$ cat config.mk
export PLATFORM = sky130hd
export DESIGN_NAME = jump_redirect_ctrl
export DESIGN_NICKNAME = d
export VERILOG_FILES = /design/src/rtl/jump_redirect_ctrl.sv
export SDC_FILE = /design/constraint.sdc
export NUM_CORES = 1
export LEC_CHECK = 0
export ABC_CLOCK_PERIOD_IN_PS = 1950
export BUFFER_PORTS_ARGS = -buffer_cell sky130_fd_sc_hd__buf_2
export CORE_AREA = 10 10 130 97
export DETAILED_ROUTE_END_ITERATION = 10
export DIE_AREA = 0 0 140 107
export PLACE_DENSITY = 0.82
export SYNTH_ARGS = -nofsm -noshare
export SYNTH_HDL_FRONTEND = slang
export SYNTH_SLANG_ARGS = --single-unit
$ cat constraint.sdc
create_clock -name clk -period 1.95 [get_ports clk]
set_clock_uncertainty 0.2 [all_clocks]
set_input_delay 0.4875 -clock clk [delete_from_list [all_inputs] [get_ports clk]]
set_output_delay 0.4875 -clock clk [all_outputs]
set_load 0.1 [all_outputs]
$ cat src/rtl/jump_redirect_ctrl.sv
// jump_redirect_ctrl: turns dual-issue decode-stage jumps into fetch redirects,
// honouring the MIPS branch delay slot, and arbitrates them against exception/eret
// and EX branch-mispredict redirects (exception > mispredict > decode jump).
// A redirect is held on redir_valid/redir_pc until fetch accepts it.
// Optional feature macro: REDIR_PERF_CNT_EN builds an accepted-redirect counter;
// without it redir_cnt is tied to zero.
module jump_redirect_ctrl #(
    parameter int unsigned         PC_W     = 32,
    parameter logic [PC_W-1:0]     RESET_PC = PC_W'(32'hBFC0_0000)
) (
    input  logic            clk,
    input  logic            resetn,
    input  logic            stallD,
    input  logic            validD1,
    input  logic            validD2,
    input  logic            jump1D,
    input  logic            jump2D,
    input  logic [PC_W-1:0] pc_jump1D,
    input  logic [PC_W-1:0] pc_jump2D,
    input  logic            exc_valid,
    input  logic [PC_W-1:0] exc_pc,
    input  logic            br_mis_valid,
    input  logic [PC_W-1:0] br_mis_pc,
    input  logic            redir_ready,
    output logic            redir_valid,
    output logic [PC_W-1:0] redir_pc,
    output logic            flush_fetch,
    output logic            kill_slot2D,
    output logic            killD,
    output logic            ds_pending,
    output logic [31:0]     redir_cnt
);

    typedef enum logic [1:0] {
        StIdle,
        StWaitDs,
        StRedir
    } state_t;

    state_t          state_q;
    logic            redir_valid_q;
    logic [PC_W-1:0] redir_pc_q;
    logic            flush_q;
    // Target of a slot2 jump, parked until its delay slot (next bundle's slot1) issues.
    logic [PC_W-1:0] ds_pc_q;

    logic            fire;
    logic            ext_req;
    logic [PC_W-1:0] ext_pc;

    // Decode bundle issue and external redirect arbitration (exception beats mispredict).
    always_comb begin
        fire    = validD1 & ~stallD;
        ext_req = exc_valid | br_mis_valid;
        ext_pc  = exc_valid ? exc_pc : br_mis_pc;
    end

    // Redirect FSM with registered valid/pc/flush outputs.
    always_ff @(posedge clk or negedge resetn) begin
        if (!resetn) begin
            state_q       <= StIdle;
            redir_valid_q <= 1'b0;
            redir_pc_q    <= RESET_PC;
            flush_q       <= 1'b0;
            ds_pc_q       <= '0;
        end else begin
            flush_q <= 1'b0;
            if (ext_req) begin
                // Higher-priority source overrides anything, including an unaccepted
                // redirect or a pending delay slot; a same-cycle decode jump is dropped.
                state_q       <= StRedir;
                redir_valid_q <= 1'b1;
                redir_pc_q    <= ext_pc;
                flush_q       <= 1'b1;
            end else begin
                case (state_q)
                    StIdle: begin
                        if (fire && jump1D) begin
                            // Slot2 is the delay slot and runs; a jump there is ignored.
                            state_q       <= StRedir;
                            redir_valid_q <= 1'b1;
                            redir_pc_q    <= pc_jump1D;
                            flush_q       <= 1'b1;
                        end else if (fire && validD2 && jump2D) begin
                            state_q <= StWaitDs;
                            ds_pc_q <= pc_jump2D;
                        end
                    end
                    StWaitDs: begin
                        // The next issued slot1 is the delay slot; jumps in it are ignored.
                        if (fire) begin
                            state_q       <= StRedir;
                            redir_valid_q <= 1'b1;
                            redir_pc_q    <= ds_pc_q;
                            flush_q       <= 1'b1;
                        end
                    end
                    StRedir: begin
                        if (redir_ready) begin
                            state_q       <= StIdle;
                            redir_valid_q <= 1'b0;
                        end
                    end
                    default: begin
                        state_q       <= StIdle;
                        redir_valid_q <= 1'b0;
                    end
                endcase
            end
        end
    end

    // State-decoded kill/pending indications.
    always_comb begin
        kill_slot2D = (state_q == StWaitDs) & fire;
        killD       = (state_q == StRedir);
        ds_pending  = (state_q == StWaitDs);
    end

    assign redir_valid = redir_valid_q;
    assign redir_pc    = redir_pc_q;
    assign flush_fetch = flush_q;

`ifdef REDIR_PERF_CNT_EN
    logic [31:0] cnt_q;

    // Count redirects accepted by fetch; wraps naturally.
    always_ff @(posedge clk or negedge resetn) begin
        if (!resetn) begin
            cnt_q <= '0;
        end else if (redir_valid_q && redir_ready) begin
            cnt_q <= cnt_q + 32'd1;
        end
    end

    assign redir_cnt = cnt_q;
`else
    assign redir_cnt = 32'd0;
`endif

endmodule
==> summary by stage <==
Outcome
The flow ran to the end, but the final reports show violations. The final reports fail on setup timing.

Job
The max-capacitance violation count is 0.

Placed design
The port buffer count is 174. The pre-CTS setup slack is -0.218 ns. The routability congestion estimate from global placement is 0.836. The placed standard-cell area is 5110 sq um. The placed wire-length estimate after detailed placement is 9670 um.

Timing
Setup total negative slack on the finished layout was measured at -0.0951 ns. Headroom to the max-slew limit came out at 54.6%. The worst-case setup margin in the final layout is -0.0629 ns.

The setup-violating endpoint count in the final report is 3. The actual transition at the worst max-transition pin is 0.680 ns. The final hold violation count came to 0. Setup repair after global routing could not meet its margin everywhere. After layout, the minimum clock period comes to 2.01 ns. The final count of pins violating max slew is 0. Dividing the final minimum period by the clock period gives 103%.

The upper clock frequency limit is 497 MHz.

CTS
CTS placed an instance of clkbuf_16 at the clock tree root. In this run the deepest clock path goes through 2 buffers. The insertion delay of the later-clocked pin in the worst-skew pair is 0.32 ns. The CTS clock-pin slew for the worst setup and hold paths is 0.06 ns. The number of buffers created by CTS is 9. The number of sinks handled by clock tree synthesis is 68. The clock tree from TritonCTS is built.

The number of levels the H-tree was split into is 3.

Pwr
For this design the static power due to leakage is 2.72 nW. The worst-case IR drop observed on VDD is 0.516 mV. In this run the power density over the cells is 875 nW/um^2. Power comes to 4.81 mW.

Synthesis
The most common flop cell mapped by yosys is dfrtp_1. The post-synthesis instance total is 342. The distinct cell type count after synthesis is 30. The cell area that synthesis handed to floorplanning was 3950 sq um. Averaged over all synthesized cells, the footprint is 11.6 sq um. The count of synthesis-stage warnings from yosys is 0.

The sequential element share of the synthesized area is 43.4%. The number of flops mapped to enable cells by yosys is 0. The register bit total from synthesis is 68. The share of flip-flops with an asynchronous set or reset after synthesis is 100%.

Layout
Compared with the post-synthesis result, the final layout area differs by 39.3%. At the end of the flow, the number of nets in the layout was 666. The design area is 5500 sq um. The post-route netlist has 50.1% of its cells at a drive strength greater than 1. The layout has 889 filler cells. The number of antenna diodes in the final layout is 0.

GRT
The via count of the first global-routing pass is 3775. The final global-route overflow total is 0. Entering global routing, the biggest net connects 69 pins. The first global-routing pass estimated 19700 um of wire. The initial antenna violation count is 2. For this run, the total global-route usage over all layers was measured as 16.1%.

Critical path
Setup slack on the worst reg-to-reg path comes out at 0.02 ns. The nature of the critical path startpoint is a flop. STA classifies the critical path endpoint as an output pin. The type of the setup path with the least slack is reg -> out. The worst endpoint required time is 1.26 ns.

In this run the worst path has a maximum fanout of 5. Data arrives at the worst endpoint at 1.33 ns.

Floorplanning
After floorplanning, the core was divided into 31 placement rows. The starting utilization of the core area is 39.2%. During I/O placement, the number of pins put on the boundary was 207. The area of the placeable core is 10100 sq um.

The overall die area is 15000 sq um. The die boundary width is 140 um. The floorplan die height is 107 um.

Routing
The aggregate routed wire length is 12500 um. The detailed router finished its first iteration with 126 violations. Dividing the detail-routed via count by the number of cells gives 5.00.

Detailed routing inserted a total of 3325 vias. The remaining number of nets flagged by the antenna check after routing is 0. Dividing the detail-routed wire length by the instance count gives 18.8 um. The first detailed-routing pass ran for 4 iterations. The DRC violation count after routing is 0.

Min path
The class of the tightest hold or removal check is in -> reg.
cell usage in the layout, fill, tap and decap left out, types with 9 or more instances in the layout:
master and n:
dfrtp_1 59, dfstp_2 9, mux2i_1 64, a31oi_1 32
nand2_1 32, mux2_4 30, o31ai_1 32, buf_12 16
buf_2 162, clkbuf_16 9, conb_1 32, buf_4 23
sequential cells by signal, indices dropped and copies added (netlist names):
register	cells
redir_pc	32
redir_valid	1
state_q	2
ds_pc_q	32
flush_fetch	1
per-layer routing:
layer	share of wire [%]	GRT usage, %
met2	48	27.0
met4	1.4	3.90
met3	9.6	7.41
met5	0.056	0
met1	41	18.4
path summary, 6_finish.rpt:
path                                    start      endpoint  cells after the start
max in group asynchronous              resetn  redir_pc[26]                      3
worst max register to register     state_q[0]   ds_pc_q[31]                      5
worst min register to register    ds_pc_q[31]   ds_pc_q[31]                      1
worst max-delay path               state_q[0]   kill_slot2D                      4
worst min-delay path            pc_jump2D[31]   ds_pc_q[31]                      2
min in group asynchronous              resetn  redir_pc[10]                      3
worst max-delay path: stages, from the launching register on:
cell	delay, ns
dfrtp_1	0.36
buf_4	0.15
nor2b_4	0.17
and2_4	0.16
buf_12	0.16
synthesized netlist by cell type (all sizes together) (2+ instances only):
library cell	n	share of area, %
nor2	2	0.19
a31oi	32	5.1
nand2b	2	0.32
buf	49	9.6
nand2	32	3.0
o31ai	32	6.1
dfrtp	59	37
mux2	32	12
inv	2	0.19
clkbuf	12	1.1
mux2i	64	16
nor2b	3	0.48
dfstp	9	6.0
power by group:
group,leakage [nW],internal (mW),switching [mW],total [mW]
Sequential,0.843,1.52,0.0689,1.59
Clock,0.151,1.15,0.604,1.75
Combinational,1.73,0.372,1.09,1.47
Total,2.72,3.05,1.77,4.81
cell type report:
cell class | count | area, sq um | share of cell area, %
Clock buffer | 10 | 239 | 4.34
Clock inverter | 6 | 87.6 | 1.59
Inverter | 2 | 7.51 | 0.136
Multi-Input combinational cell | 242 | 1940 | 35.3
Sequential cell | 68 | 1710 | 31.1
Tap cell | 132 | 165 | 3.00
Timing Repair Buffer | 205 | 1350 | 24.5
logic make-up (layout without fill, tap and decap cells):
logic type / after synthesis / after routing / share of synthesized area, %
compound gates: 69 / 69 / 12.2
simple gates: 45 / 45 / 5.26
mux: 96 / 96 / 28.2
buf+inv: 63 / 223 / 11.0
other cells: 1 / 32 / 0.0949
flops: 68 / 68 / 43.4
what timing repair did:
action	CTS	global route
endpoints found under the hold margin	52	0
gates cloned	0	0
resized for setup	2	1
setup endpoints to repair	3	27
buffers inserted	5	1
hold buffers	1	0
through the flow:
stage	utilization, %	hold slack, ns	instances
2_1_floorplan	-	-0.00809	373
3_3_place_gp	50.7	0.275	642
3_5_place_dp	50.7	0.278	642
4_1_cts	54.5	0.168	664
5_1_grt	54.6	0.177	665
6_report	54.6	0.178	665
(Power assumes the default switching activity.)
